[config.mk]
export PLATFORM = sky130hd
export DESIGN_NAME = multireceive
export DESIGN_NICKNAME = d
export VERILOG_FILES = /design/src/rtl/multireceive_pkg.sv /design/src/rtl/multireceive_sync2.sv /design/src/rtl/multireceive.sv
export SDC_FILE = /design/constraint.sdc
export NUM_CORES = 1
export LEC_CHECK = 0
export ABC_AREA = 1
export CAP_MARGIN = 10
export CELL_PAD_IN_SITES_DETAIL_PLACEMENT = 1
export CELL_PAD_IN_SITES_GLOBAL_PLACEMENT = 2
export CORE_AREA = 10 10 88 166
export DETAILED_ROUTE_END_ITERATION = 8
export DIE_AREA = 0 0 98 176
export GPL_TIMING_DRIVEN = 0
export PLACE_DENSITY = 0.84
export SYNTH_ARGS = -nofsm -noshare
export SYNTH_HDL_FRONTEND = slang
export SYNTH_SLANG_ARGS = --single-unit
export TNS_END_PERCENT = 1
[constraint.sdc]
create_clock -name hwclk -period 2.13 [get_ports hwclk]
set_input_delay 0.5325 -clock hwclk [delete_from_list [all_inputs] [get_ports hwclk]]
set_output_delay 0.5325 -clock hwclk [all_outputs]
set_load 0.05 [all_outputs]
[src/rtl/multireceive_pkg.sv]
// Shared definitions for the digit-serial link (receiver side, shared with sender).
package multireceive_pkg;

    localparam int unsigned DIGIT_W     = 3;
    localparam int unsigned HOLD_CYCLES = 1200000;

    typedef enum logic [2:0] {
        IDLE,
        ARM,
        WAIT_HIGH,
        SETTLE,
        WAIT_LOW,
        COMPLETE,
        ERROR
    } state_t;

endpackage

[src/rtl/multireceive_sync2.sv]
// Parameterised-width two-flop synchronizer with synchronous active-low clear.
module sync2 #(
    parameter int unsigned WIDTH = 1
) (
    input  logic             clk_i,
    input  logic             rst_ni,
    input  logic [WIDTH-1:0] d_i,
    output logic [WIDTH-1:0] q_o
);

    logic [WIDTH-1:0] meta_q;
    logic [WIDTH-1:0] sync_q;

    // Two back-to-back flops to resolve metastability on asynchronous inputs.
    always_ff @(posedge clk_i) begin
        if (!rst_ni) begin
            meta_q <= '0;
            sync_q <= '0;
        end else begin
            meta_q <= d_i;
            sync_q <= meta_q;
        end
    end

    assign q_o = sync_q;

endmodule

[src/rtl/multireceive.sv]
// Receiver for the digit-serial keylock link: one 3-bit digit per control pulse,
// NUM_DIGITS digits per frame, with glitch filter and inter-edge timeout.
module multireceive
    import multireceive_pkg::*;
#(
    parameter int unsigned NUM_DIGITS     = 6,
    parameter int unsigned SETTLE_CYCLES  = 1000,
    parameter int unsigned TIMEOUT_CYCLES = 3600000,
    parameter int unsigned CNT_W          = 22
) (
    input  logic                          hwclk,
    input  logic                          rst_n,
    input  logic                          enabled,
    input  logic                          in0,
    input  logic                          in1,
    input  logic                          in2,
    input  logic                          controlIn,
    output logic [DIGIT_W*NUM_DIGITS-1:0] num,
    output logic                          valid,
    output logic                          done,
    output logic                          timeout_err
);

    localparam int unsigned    IDX_W        = $clog2(NUM_DIGITS + 1);
    localparam logic [IDX_W-1:0] LAST_IDX   = IDX_W'(NUM_DIGITS - 1);
    localparam logic [CNT_W-1:0] SETTLE_LAST  = CNT_W'(SETTLE_CYCLES - 1);
    localparam logic [CNT_W-1:0] TIMEOUT_LAST = CNT_W'(TIMEOUT_CYCLES - 1);

    logic [3:0]         sync_w;
    logic               ctrl_s;
    logic [DIGIT_W-1:0] data_s;
    logic               ctrl_prev_q;
    logic               rise;
    logic               fall;

    state_t                      state_q;
    logic [IDX_W-1:0]            idx_q;
    logic [CNT_W-1:0]            cnt_q;
    logic [DIGIT_W-1:0]          shadow_q [NUM_DIGITS];
    logic [DIGIT_W*NUM_DIGITS-1:0] shadow_flat;
    logic [DIGIT_W*NUM_DIGITS-1:0] num_q;
    logic                        valid_q;
    logic                        done_q;
    logic                        timeout_q;

    sync2 #(
        .WIDTH(4)
    ) u_sync (
        .clk_i  (hwclk),
        .rst_ni (rst_n),
        .d_i    ({controlIn, in2, in1, in0}),
        .q_o    (sync_w)
    );

    assign ctrl_s = sync_w[3];
    assign data_s = sync_w[2:0];
    assign rise   = ctrl_s & ~ctrl_prev_q;
    assign fall   = ~ctrl_s & ctrl_prev_q;

    // Pack shadow digits so the first received digit lands in the MS bits.
    always_comb begin
        shadow_flat = '0;
        for (int unsigned k = 0; k < NUM_DIGITS; k++) begin
            shadow_flat[DIGIT_W*(NUM_DIGITS-k)-1 -: DIGIT_W] = shadow_q[k];
        end
    end

    // Frame FSM with registered outputs; enabled=0 overrides every other event.
    always_ff @(posedge hwclk) begin
        if (!rst_n) begin
            state_q     <= IDLE;
            idx_q       <= '0;
            cnt_q       <= '0;
            ctrl_prev_q <= 1'b0;
            num_q       <= '0;
            valid_q     <= 1'b0;
            done_q      <= 1'b0;
            timeout_q   <= 1'b0;
            for (int unsigned k = 0; k < NUM_DIGITS; k++) shadow_q[k] <= '0;
        end else begin
            ctrl_prev_q <= ctrl_s;
            valid_q     <= 1'b0;
            if (!enabled) begin
                state_q   <= IDLE;
                idx_q     <= '0;
                cnt_q     <= '0;
                done_q    <= 1'b0;
                timeout_q <= 1'b0;
            end else begin
                case (state_q)
                    IDLE: state_q <= ARM;
                    ARM: begin
                        // A strobe already high when armed is stale; wait for it to drop.
                        if (!ctrl_s) begin
                            state_q <= WAIT_HIGH;
                            idx_q   <= '0;
                            cnt_q   <= '0;
                            for (int unsigned k = 0; k < NUM_DIGITS; k++) shadow_q[k] <= '0;
                        end
                    end
                    WAIT_HIGH: begin
                        if (rise) begin
                            state_q <= SETTLE;
                            cnt_q   <= '0;
                        end else if (idx_q != '0) begin
                            if (cnt_q == TIMEOUT_LAST) begin
                                state_q   <= ERROR;
                                timeout_q <= 1'b1;
                            end else begin
                                cnt_q <= cnt_q + 1'b1;
                            end
                        end
                    end
                    SETTLE: begin
                        if (!ctrl_s) begin
                            state_q <= WAIT_HIGH;
                            cnt_q   <= '0;
                        end else if (cnt_q == SETTLE_LAST) begin
                            for (int unsigned k = 0; k < NUM_DIGITS; k++) begin
                                if (idx_q == IDX_W'(k)) shadow_q[k] <= data_s;
                            end
                            state_q <= WAIT_LOW;
                            cnt_q   <= cnt_q + 1'b1;
                        end else begin
                            cnt_q <= cnt_q + 1'b1;
                        end
                    end
                    WAIT_LOW: begin
                        // Timeout keeps counting from the rising edge until the falling edge.
                        if (fall) begin
                            cnt_q <= '0;
                            idx_q <= idx_q + 1'b1;
                            if (idx_q == LAST_IDX) begin
                                state_q <= COMPLETE;
                                num_q   <= shadow_flat;
                                valid_q <= 1'b1;
                                done_q  <= 1'b1;
                            end else begin
                                state_q <= WAIT_HIGH;
                            end
                        end else if (cnt_q == TIMEOUT_LAST) begin
                            state_q   <= ERROR;
                            timeout_q <= 1'b1;
                        end else begin
                            cnt_q <= cnt_q + 1'b1;
                        end
                    end
                    COMPLETE: state_q <= COMPLETE;
                    ERROR:    state_q <= ERROR;
                    default:  state_q <= IDLE;
                endcase
            end
        end
    end

    assign num         = num_q;
    assign valid       = valid_q;
    assign done        = done_q;
    assign timeout_err = timeout_q;

endmodule

==> results.json <==
{
  "outcome": "completed",
  "tns_ns": 0,
  "fillers": 1532,
  "routed_wl_um": 11840,
  "area_growth_pct": 20.70,
  "layout_common_cells": "119 x nand2_1, 112 x nor2_1, 70 x inv_1",
  "timing.final.ws_setup_ns": 0.07772,
  "final_common_cell": "nand2_1",
  "crit_path_end_kind": "output port",
  "utilization_pct": 38.68,
  "crit_arrival_ns": 1.52,
  "power_leakage_nw": 1.913,
  "fin_crit_sh_pct": 96.35,
  "power_density_mw_per_mm2": 720.7,
  "numClockSinks": 76,
  "avgViaCountPerCell": 4.814,
  "criticalPathCategory": "flip-flop to output port",
  "drt_first_pass_iters": 4,
  "regToRegSetupSlack_ns": 0.17,
  "synth_top_area_share_pct": 30.06,
  "avgSynthCellArea_sq_um": 7.048,
  "finalMaxSlewViolations": 0,
  "max-slew-margin-rel_pct": 54.69,
  "r2r-end": "shadow_q[4][2]$_SDFFCE_PN0P_",
  "ys_ff_latch": 76,
  "cts_buffers": 9,
  "grt_pass1_vias": 3866,
  "grt_first_pass_wirelength_um": 19020,
  "hold_end": "u_sync.q_o[3]$_SDFF_PN0_",
  "place_hpwl_um": 9845,
  "rows": 57,
  "instances_no_fill": 738,
  "num_vias": 3553,
  "syn_nets": 561,
  "finalCriticalPeriod_ns": 2.052,
  "r2r_start": "cnt_q[1]$_SDFFE_PN0P_",
  "io_buffers": 27,
  "layout.nets": 599,
  "cts_buffer_depth": 2,
  "cp_top_family": "buffers and inverters",
  "rsz0062_at_grt": "false",
  "place_inst": 722,
  "insertion_delay_ns": 0.34,
  "core_sq_mm": 0.01205,
  "antenna_found_initial": 0,
  "synth_largest_area_cell": "dfxtp_1",
  "slowest_delay_ns": 0.82,
  "skew_ns": 0.005952,
  "synth.area.top_cells": "dfxtp_1 30%, edfxtp_1 14%, nand2_1 12%",
  "diodes": 0,
  "critPathLaunchType": "flip-flop",
  "die_area_sq_mm": 0.01725,
  "ys_seq_area_share_pct": 44.06,
  "crit_fanout": 2,
  "dp_slack_ns": -0.3808,
  "path_cells": "clkdlybuf4s50_1",
  "post_cts_buffers": 0,
  "hold_path.class": "flip-flop to flip-flop",
  "drt_iter0_drc": 101,
  "hold_viol": 0,
  "cpMaxStageDelayCell": "clkdlybuf4s50_1",
  "wire_per_inst_um": 16.04,
  "drive_gt1_share_pct": 10.15,
  "cts.clk_slew.worst_paths_ns": 0.06,
  "ir_drop_mv": 0.3921,
  "die_w_um": 98,
  "setup_viol": 0,
  "antenna_left": 0,
  "global_route.usage.total_pct": 14.07,
  "whs_ns": 0.4247,
  "synth_cell_types": 31,
  "cp.required_ns": 1.60,
  "syn_inst": 548,
  "path_buf_inv": 1,
  "htreeDepth": 3,
  "fmax_mhz": 487.3,
  "r2r_cells": 7,
  "worst-path-stages": 1,
  "ios": 28,
  "place.gp.congestion": 0.8819,
  "grt_max_degree": 15,
  "fin_area_sq_mm": 0.004662,
  "synth_area_sq_mm": 0.003862,
  "power_mw": 3.360,
  "worstMarginPinSlew_ns": 0.6797,
  "postPlaceCellArea_sq_mm": 0.004317,
  "min-delay-start": "u_sync.meta_q[3]$_SDFF_PN0_",
  "cts-root-buf": "clkbuf_16",
  "start_util_pct": 32.05,
  "drc": 0,
  "hold_depth": 2,
  "cts_tree": "built",
  "fp.dieH_um": 176,
  "grt.overflow.total": 0,
  "synth_warnings": 0,
  "cap_viol_max_count": 0
}
power breakdown:
part | total, mW | switching (mW) | internal, mW
Clock | 1.68 | 0.644 | 1.03
Sequential | 1.52 | 0.0137 | 1.50
Combinational | 0.164 | 0.113 | 0.0516
synth_stat cells:
library cell,count
a31oi_1,1
dfxtp_1,58
nor2_8,1
nand2_2,6
nand2_1,119
nand3_4,1
nand2_4,1
xor2_1,4
o21ai_1,6
inv_2,10
nand4_1,9
nor2_4,2
nand3b_1,2
nand3_1,45
nand3_2,3
o21ai_0,22
clkbuf_1,6
inv_4,3
nor2_2,7
nor2_1,113
a41oi_1,1
a21oi_1,19
buf_2,2
nor4_1,1
inv_1,70
a21oi_4,1
ha_1,6
edfxtp_1,18
a211oi_1,1
nor3_1,7
buf_6,3
worst min-delay path, delay by kind of cell (launching register included):
family / cells / cell delay [ns]
buf+inv: 1 / 0.04
flops: 1 / 0.31
simple gates: 1 / 0.05
worst max path at each step:
| stage | startpoint | end | slack (ns) |
|---|---|---|---|
| floorplan | state_q[0]$_SDFFE_PN0P_ | shadow_q[2][0]$_SDFFCE_PN0P_ | 0.57 |
| global placement | enabled | cnt_q[11]$_SDFFE_PN0P_ | -0.36 |
| detailed placement | rst_n | shadow_q[3][0]$_SDFFCE_PN0P_ | -0.38 |
| CTS | enabled | timeout_err$_SDFFE_PN0P_ | 0.01 |
| global route | cnt_q[0]$_SDFFE_PN0P_ | shadow_q[4][1]$_SDFFCE_PN0P_ | 0.02 |
| finish | timeout_err$_SDFFE_PN0P_ | timeout_err | 0.08 |
timing repair:
action                     CTS  global route
hold buffers                 0             0
setup endpoints to repair   15            29
gates resized for setup      1             5
area by class of cell:
type	instances	area, sq um	share of cell area, %
Inverter	83	319.1	6.844
Sequential cell	76	1702	36.50
Timing Repair Buffer	27	270.3	5.797
Tap cell	147	183.9	3.945
Clock buffer	9	225.2	4.831
Clock inverter	7	98.84	2.120
Buffer	11	67.56	1.449
Multi-Input combinational cell	378	1795	38.51
cells by family (layout without fill, tap and decap cells):
kind of cell    Yosys count  count (layout)  synth area share, %
xor+xnor                  4               4               0.9069
flops                    76              76                44.06
simple gates            317             317                36.02
fa+ha+maj                 6               6                1.944
compound gates           51              51                7.095
buf+inv                  94             137                9.977
state kept, by name (all words and copies together) (netlist names):
register,flops
ctrl_prev_q,1
done,1
timeout_err,1
shadow_q,18
valid,1
u_sync.meta_q,4
idx_q,3
cnt_q,22
num,18
u_sync.q_o,4
state_q,3
layer usage:
metal / wire length [um] / track usage, % / vias up
met5: 0 / 0 / -
met4: 680 / 9.257 / 0
met3: 369 / 3.366 / 30
met2: 7171 / 29.70 / 58
met1: 3618 / 10.20 / 1670
li1: - / - / 1795
No activity file was read; power rests on OpenSTA's default activity.
==> variant 1: new RTL, same settings <==
Put one more register stage on the output `num`, with the module's reset. The value now appears one clock later. The other outputs are not delayed to match.
--- a/src/rtl/multireceive.sv
+++ b/src/rtl/multireceive.sv
@@ -153,7 +153,13 @@
         end
     end
 
-    assign num         = num_q;
+    always_ff @(posedge hwclk) begin
+        if (!rst_n) begin
+            num <= '0;
+        end else begin
+            num <= num_q;
+        end
+    end
     assign valid       = valid_q;
     assign done        = done_q;
     assign timeout_err = timeout_q;
Formal check against the unedited RTL: same outputs for any inputs over 10 cycles, from zero or initial values and one cycle with rst_n low; that may be too few to reach the edited logic, so the function may still have changed.
==> variant 1 against the unedited design <==
  * Sequential cell count increased by 18
  * Setup slack worse by 0.0066 ns
  * Final area rose by 9.9%
  * Power rose by 13%
  * Area after synthesis up 12%
  * Utilization is 3.8 points higher
  * Fmax decreased by 0.32%
  * Largest cell class is now sequential cells
  * Wire length is 7.4% higher
==> variant 1: results (changes against the unedited design) <==
- Dpl hpwl: 10400 um (was 9850 um)
- TritonCTS buffer count: 9 (unchanged)
- Worst hold start: u_sync.meta_q[1] (was u_sync.meta_q[3])
- Pin count of the biggest net entering global routing: 17 (was 15)
- Combinational power share: 4.3% (was 4.9%)
- GRT Overall Usage: 15.3% (was 14.1%)
- Cells after DPL: 759 (was 722)
- Vias per cell: 4.96 (was 4.81)
- Syn Nets: 598 (was 561)
- Non-filler instance count after layout: 775 (was 738)
- R2r endpoint: shadow_q[4][1] (was shadow_q[4][2])
- Synth async-reset ratio: 0% (unchanged)
- Skew final: 0.00665 ns (was 0.00595 ns)
- Synthesized instance count: 585 (was 548)
- Leakage: 2.26 nW (was 1.91 nW)
- Status: finished, final reports clean (unchanged)
- Yosys cell types: 34 (was 31)
- Critical Path AT: 1.53 ns
- Initial drt markers: 122 (was 101)
- Vias in the first global route: 4270 (was 3866)
- VDD IR max: 0.465 mV (was 0.392 mV)
- Tcrit/Tclk final: 96.7% (was 96.4%)
- Top post-synthesis cells by area: dfxtp_1 35%, edfxtp_1 13%, nand2_1 12%, nor2_1 8.9%, inv_1 7.0% (was dfxtp_1 30%, edfxtp_1 14%, nand2_1 12%, nor2_1 11%, inv_1 6.8%)
- Clock transition at path regs: 0.07 ns
- Post-placement setup slack: -0.617 ns (was -0.381 ns)
- Pint: 2.95 mW (was 2.59 mW)
- Worst slew pin tran: 0.849 ns (was 0.680 ns)
- Post-synth top cells: 141 x nand2_1, 103 x nor2_1, 81 x inv_1 (was 119 x nand2_1, 113 x nor2_1, 70 x inv_1)
- Reg2Reg Setup Slack: 0.20 ns (was 0.17 ns)
- GPL Wtd Cong: 0.855 (was 0.882)
- Post-synthesis sequential area ratio: 47.7% (was 44.1%)
- Final Net Count: 636 (was 599)
- Layout cell share with drive strength beyond 1: 9.87% (was 10.2%)
- First-pass GRT wire length: 21000 um (was 19000 um)
- Placed instance area: 4780 um^2 (was 4320 um^2)
- Clk pwr share: 46.8% (was 50.0%)
- Mean routed wirelength per cell: 16.4 um (was 16.0 um)
- Worst Setup SP: timeout_err (unchanged)
[variant 1: cell types whose count changed after synthesis, sizes merged, moves of 4 or more]
| cell | before | now |
|---|---|---|
| nand2 | 126 | 151 |
| a21oi | 20 | 39 |
| dfxtp | 58 | 76 |
| o21ai | 28 | 12 |
| nand3 | 49 | 36 |
| nor2 | 123 | 114 |
| buf | 5 | 10 |
| inv | 83 | 88 |
| nand4 | 9 | 14 |
| nor3 | 7 | 3 |
[variant 1: cell families after synthesis]
family,synth area share (%)
fa+ha+maj,1.74
buf+inv,9.76
flops,47.7
simple gates,32.7
xor+xnor,1.22
compound gates,6.86
[variant 1: worst min path at each step]
stage	to	slack (ns)	cells past startpoint
floorplan	u_sync.q_o[0]	0.39	2
global placement	u_sync.q_o[1]	0.41	2
detailed placement	u_sync.q_o[3]	0.41	2
CTS	u_sync.q_o[3]	0.43	2
global route	u_sync.q_o[3]	0.45	2
finish	u_sync.q_o[1]	0.42	2
[variant 1: routing by layer]
metal / global-route usage (%) / wire (um) / share of wire (%)
met2: 31.5 / 7640 / 60
met1: 11.7 / 3870 / 30
met4: 10.9 / 843 / 6.6
met5: 0 / 0 / 0
met3: 2.94 / 362 / 2.8
[variant 1: layout make-up]
| type | count | area, um^2 |
|---|---|---|
| Inverter | 88 | 330 |
| Clock inverter | 4 | 53.8 |
| Tap cell | 147 | 184 |
| Buffer | 14 | 93.8 |
| Fill cell | 1507 | 6930 |
| Timing Repair Buffer | 27 | 270 |
| Clock buffer | 12 | 279 |
| Multi-Input combinational cell | 389 | 1850 |
| Sequential cell | 94 | 2060 |
[variant 1: timing repair]
| item | in CTS | in global routing |
|---|---|---|
| setup buffers | 0 | 0 |
| endpoints found under the setup margin | 28 | 26 |
| pin swaps | 0 | 1 |
| resized for setup | 3 | 2 |
==> variant 2: new RTL, same settings <==
Made on the original files. The parameter `NUM_DIGITS` goes from 6 to 8.
--- a/src/rtl/multireceive.sv
+++ b/src/rtl/multireceive.sv
@@ -3,7 +3,7 @@
 module multireceive
     import multireceive_pkg::*;
 #(
-    parameter int unsigned NUM_DIGITS     = 6,
+    parameter int unsigned NUM_DIGITS     = 8,
     parameter int unsigned SETTLE_CYCLES  = 1000,
     parameter int unsigned TIMEOUT_CYCLES = 3600000,
     parameter int unsigned CNT_W          = 22
Ports: changed (resized num); port bits go from 28 to 34. The function was not compared with the original's and may differ.
==> variant 2 against the unedited design <==
  * Area after synthesis is 11% higher
  * Setup slack lost 0.0015 ns
  * Power up 3.7%
  * Sequential cell count increased by 13
  * Critical path depth is the same
  * Wire length up 12%
  * Combinational power increased by 21%
  * Final area grew 10%
==> variant 2: results (changes against the unedited design) <==
- Status: finished, final reports clean (unchanged)
- First-pass iteration count of the detailed router: 4 (unchanged)
- Placed instance area: 4780 um^2 (was 4320 um^2)
- Top post-synthesis cells by area: dfxtp_1 32%, edfxtp_1 15%, nand2_1 10%, inv_1 7.3%, nor2_1 7.0% (was dfxtp_1 30%, edfxtp_1 14%, nand2_1 12%, nor2_1 11%, inv_1 6.8%)
- Worst slew pin tran: 0.708 ns (was 0.680 ns)
- Post-synthesis sequential area ratio: 46.5% (was 44.1%)
- Hold Crit Class: reg -> reg (unchanged)
- Post-synth EDFFs: 21 (was 18)
- Leakage: 1.87 nW (was 1.91 nW)
- Root Driver: clkbuf_16 (unchanged)
- Pin count of the biggest net entering global routing: 18 (was 15)
- Synth warnings: 0 (unchanged)
- Number of diodes: 0 (unchanged)
- Worst skew pair latency: 0.34 ns (about the same)
- Dpl hpwl: 10800 um (was 9850 um)
- Most used flip-flop cell after synthesis: dfxtp_1 (unchanged)
- Max Slew Vio Count: 0 (unchanged)
- Initial drt markers: 121 (was 101)
- Fillers: 1500 (was 1532)
- Skew final: 0.0103 ns (was 0.00595 ns)
- Met2 Use GR: 33.2% (was 29.7%)
- Via count: 3890 (was 3553)
- Critical Path AT: 1.52 ns (about the same)
- GRT Overall Usage: 15.4% (was 14.1%)
- Max clock buf depth: 2 (unchanged)
- VDD IR max: 0.448 mV (was 0.392 mV)
- # port buffers: 32 (was 27)
- Post-placement setup slack: -0.621 ns (was -0.381 ns)
- R2r worst-path depth: 10 (was 7)
- Syn Nets: 588 (was 561)
- Switching Share: 24.9% (was 22.9%)
- CP Max Fanout: 2 (unchanged)
- Critical Path Max Stage Delay: 0.82 ns (about the same)
- GR peak layer: met2 (unchanged)
- CTS HTree Levels: 3 (unchanged)
- Synth async-reset ratio: 0% (unchanged)
- Initial antenna violation count: 0 (unchanged)
- Post-synth top cells: 117 x nand2_1, 83 x inv_1, 80 x nor2_1 (was 119 x nand2_1, 113 x nor2_1, 70 x inv_1)
- Final hold vios: 0 (unchanged)
- Final Net Count: 632 (was 599)
- Max stage delay cell, worst path: clkdlybuf4s50_1 (unchanged)
- Clock transition at path regs: roughly 0.070 ns
- Layout cell share with drive strength beyond 1: 11.4% (was 10.2%)
- Met3 Use GR: 2.74% (was 3.37%)
- Vias in the first global route: 4142 (was 3866)
- Total wire length: 13200 um (was 11800 um)
- GPL Wtd Cong: 0.887 (was 0.882)
- Yosys cell types: 39 (was 31)
- TritonCTS buffer count: 9 (unchanged)
- First-pass GRT wire length: 21000 um (was 19000 um)
- CP top delay family: buffers and inverters (unchanged)
- Met1 usage: 11.8% (was 10.2%)
==> variant 2: final cells by class <==
type	count	area, um^2	share of cell area, %
buffer	14	85.1	1.66
clock buffer	10	229	4.47
clock inverter	6	50.0	0.976
inverter	91	347	6.76
multi-input combinational	382	1910	37.2
sequential	89	2000	38.9
tap	147	184	3.59
timing repair buffer	33	328	6.39
==> variant 2: path summary, 6_finish.rpt <==
| check | start | to | slack (ns) |
|---|---|---|---|
| setup reg to reg | cnt_q[20] | cnt_q[17] | 0.14 |
| hold / removal | u_sync.meta_q[0] | u_sync.q_o[0] | 0.41 |
| setup / recovery | timeout_err | timeout_err | 0.08 |
| hold reg to reg | u_sync.meta_q[0] | u_sync.q_o[0] | 0.41 |
==> variant 2: per-layer routing <==
layer | wire [um] | up-vias
li1 | - | 1942
met1 | 4060 | 1852
met2 | 8260 | 65
met3 | 354 | 31
met4 | 546 | 0
met5 | 0 | -
==> variant 2: power by group through the flow <==
stage	combinational (mW)	sequential (mW)	clock [mW]
2_1_floorplan	0.129	1.80	0
5_1_grt	0.219	1.77	1.64
6_report	0.199	1.77	1.52
4_1_cts	0.198	1.77	1.56
3_3_place_gp	0.192	1.81	0
3_5_place_dp	0.196	1.81	0
==> variant 2: per-stage QoR <==
| stage | hold WS [ns] | instances | power, mW |
|---|---|---|---|
| floorplan | 0.390 | 576 | 1.93 |
| global placement | 0.398 | 755 | 2.00 |
| detailed placement | 0.402 | 755 | 2.00 |
| CTS | 0.417 | 772 | 3.53 |
| global route | 0.447 | 772 | 3.63 |
| finish | 0.414 | 772 | 3.48 |
==> variant 2: repair_timing <==
item,CTS,global route
resized for setup,7,16
endpoints found under the setup margin,27,29
endpoints found under the hold margin,0,0
setup buffers,1,0
==> variant 2: cell families after synthesis <==
kind of cell | synth area share [%]
AOI/OAI and AO/OA | 12.5
and+or+nand+nor | 29.1
xor gates and xnor gates | 0.409
buffers and inverters | 10.0
DFF | 46.5
adders and majority gates | 1.46
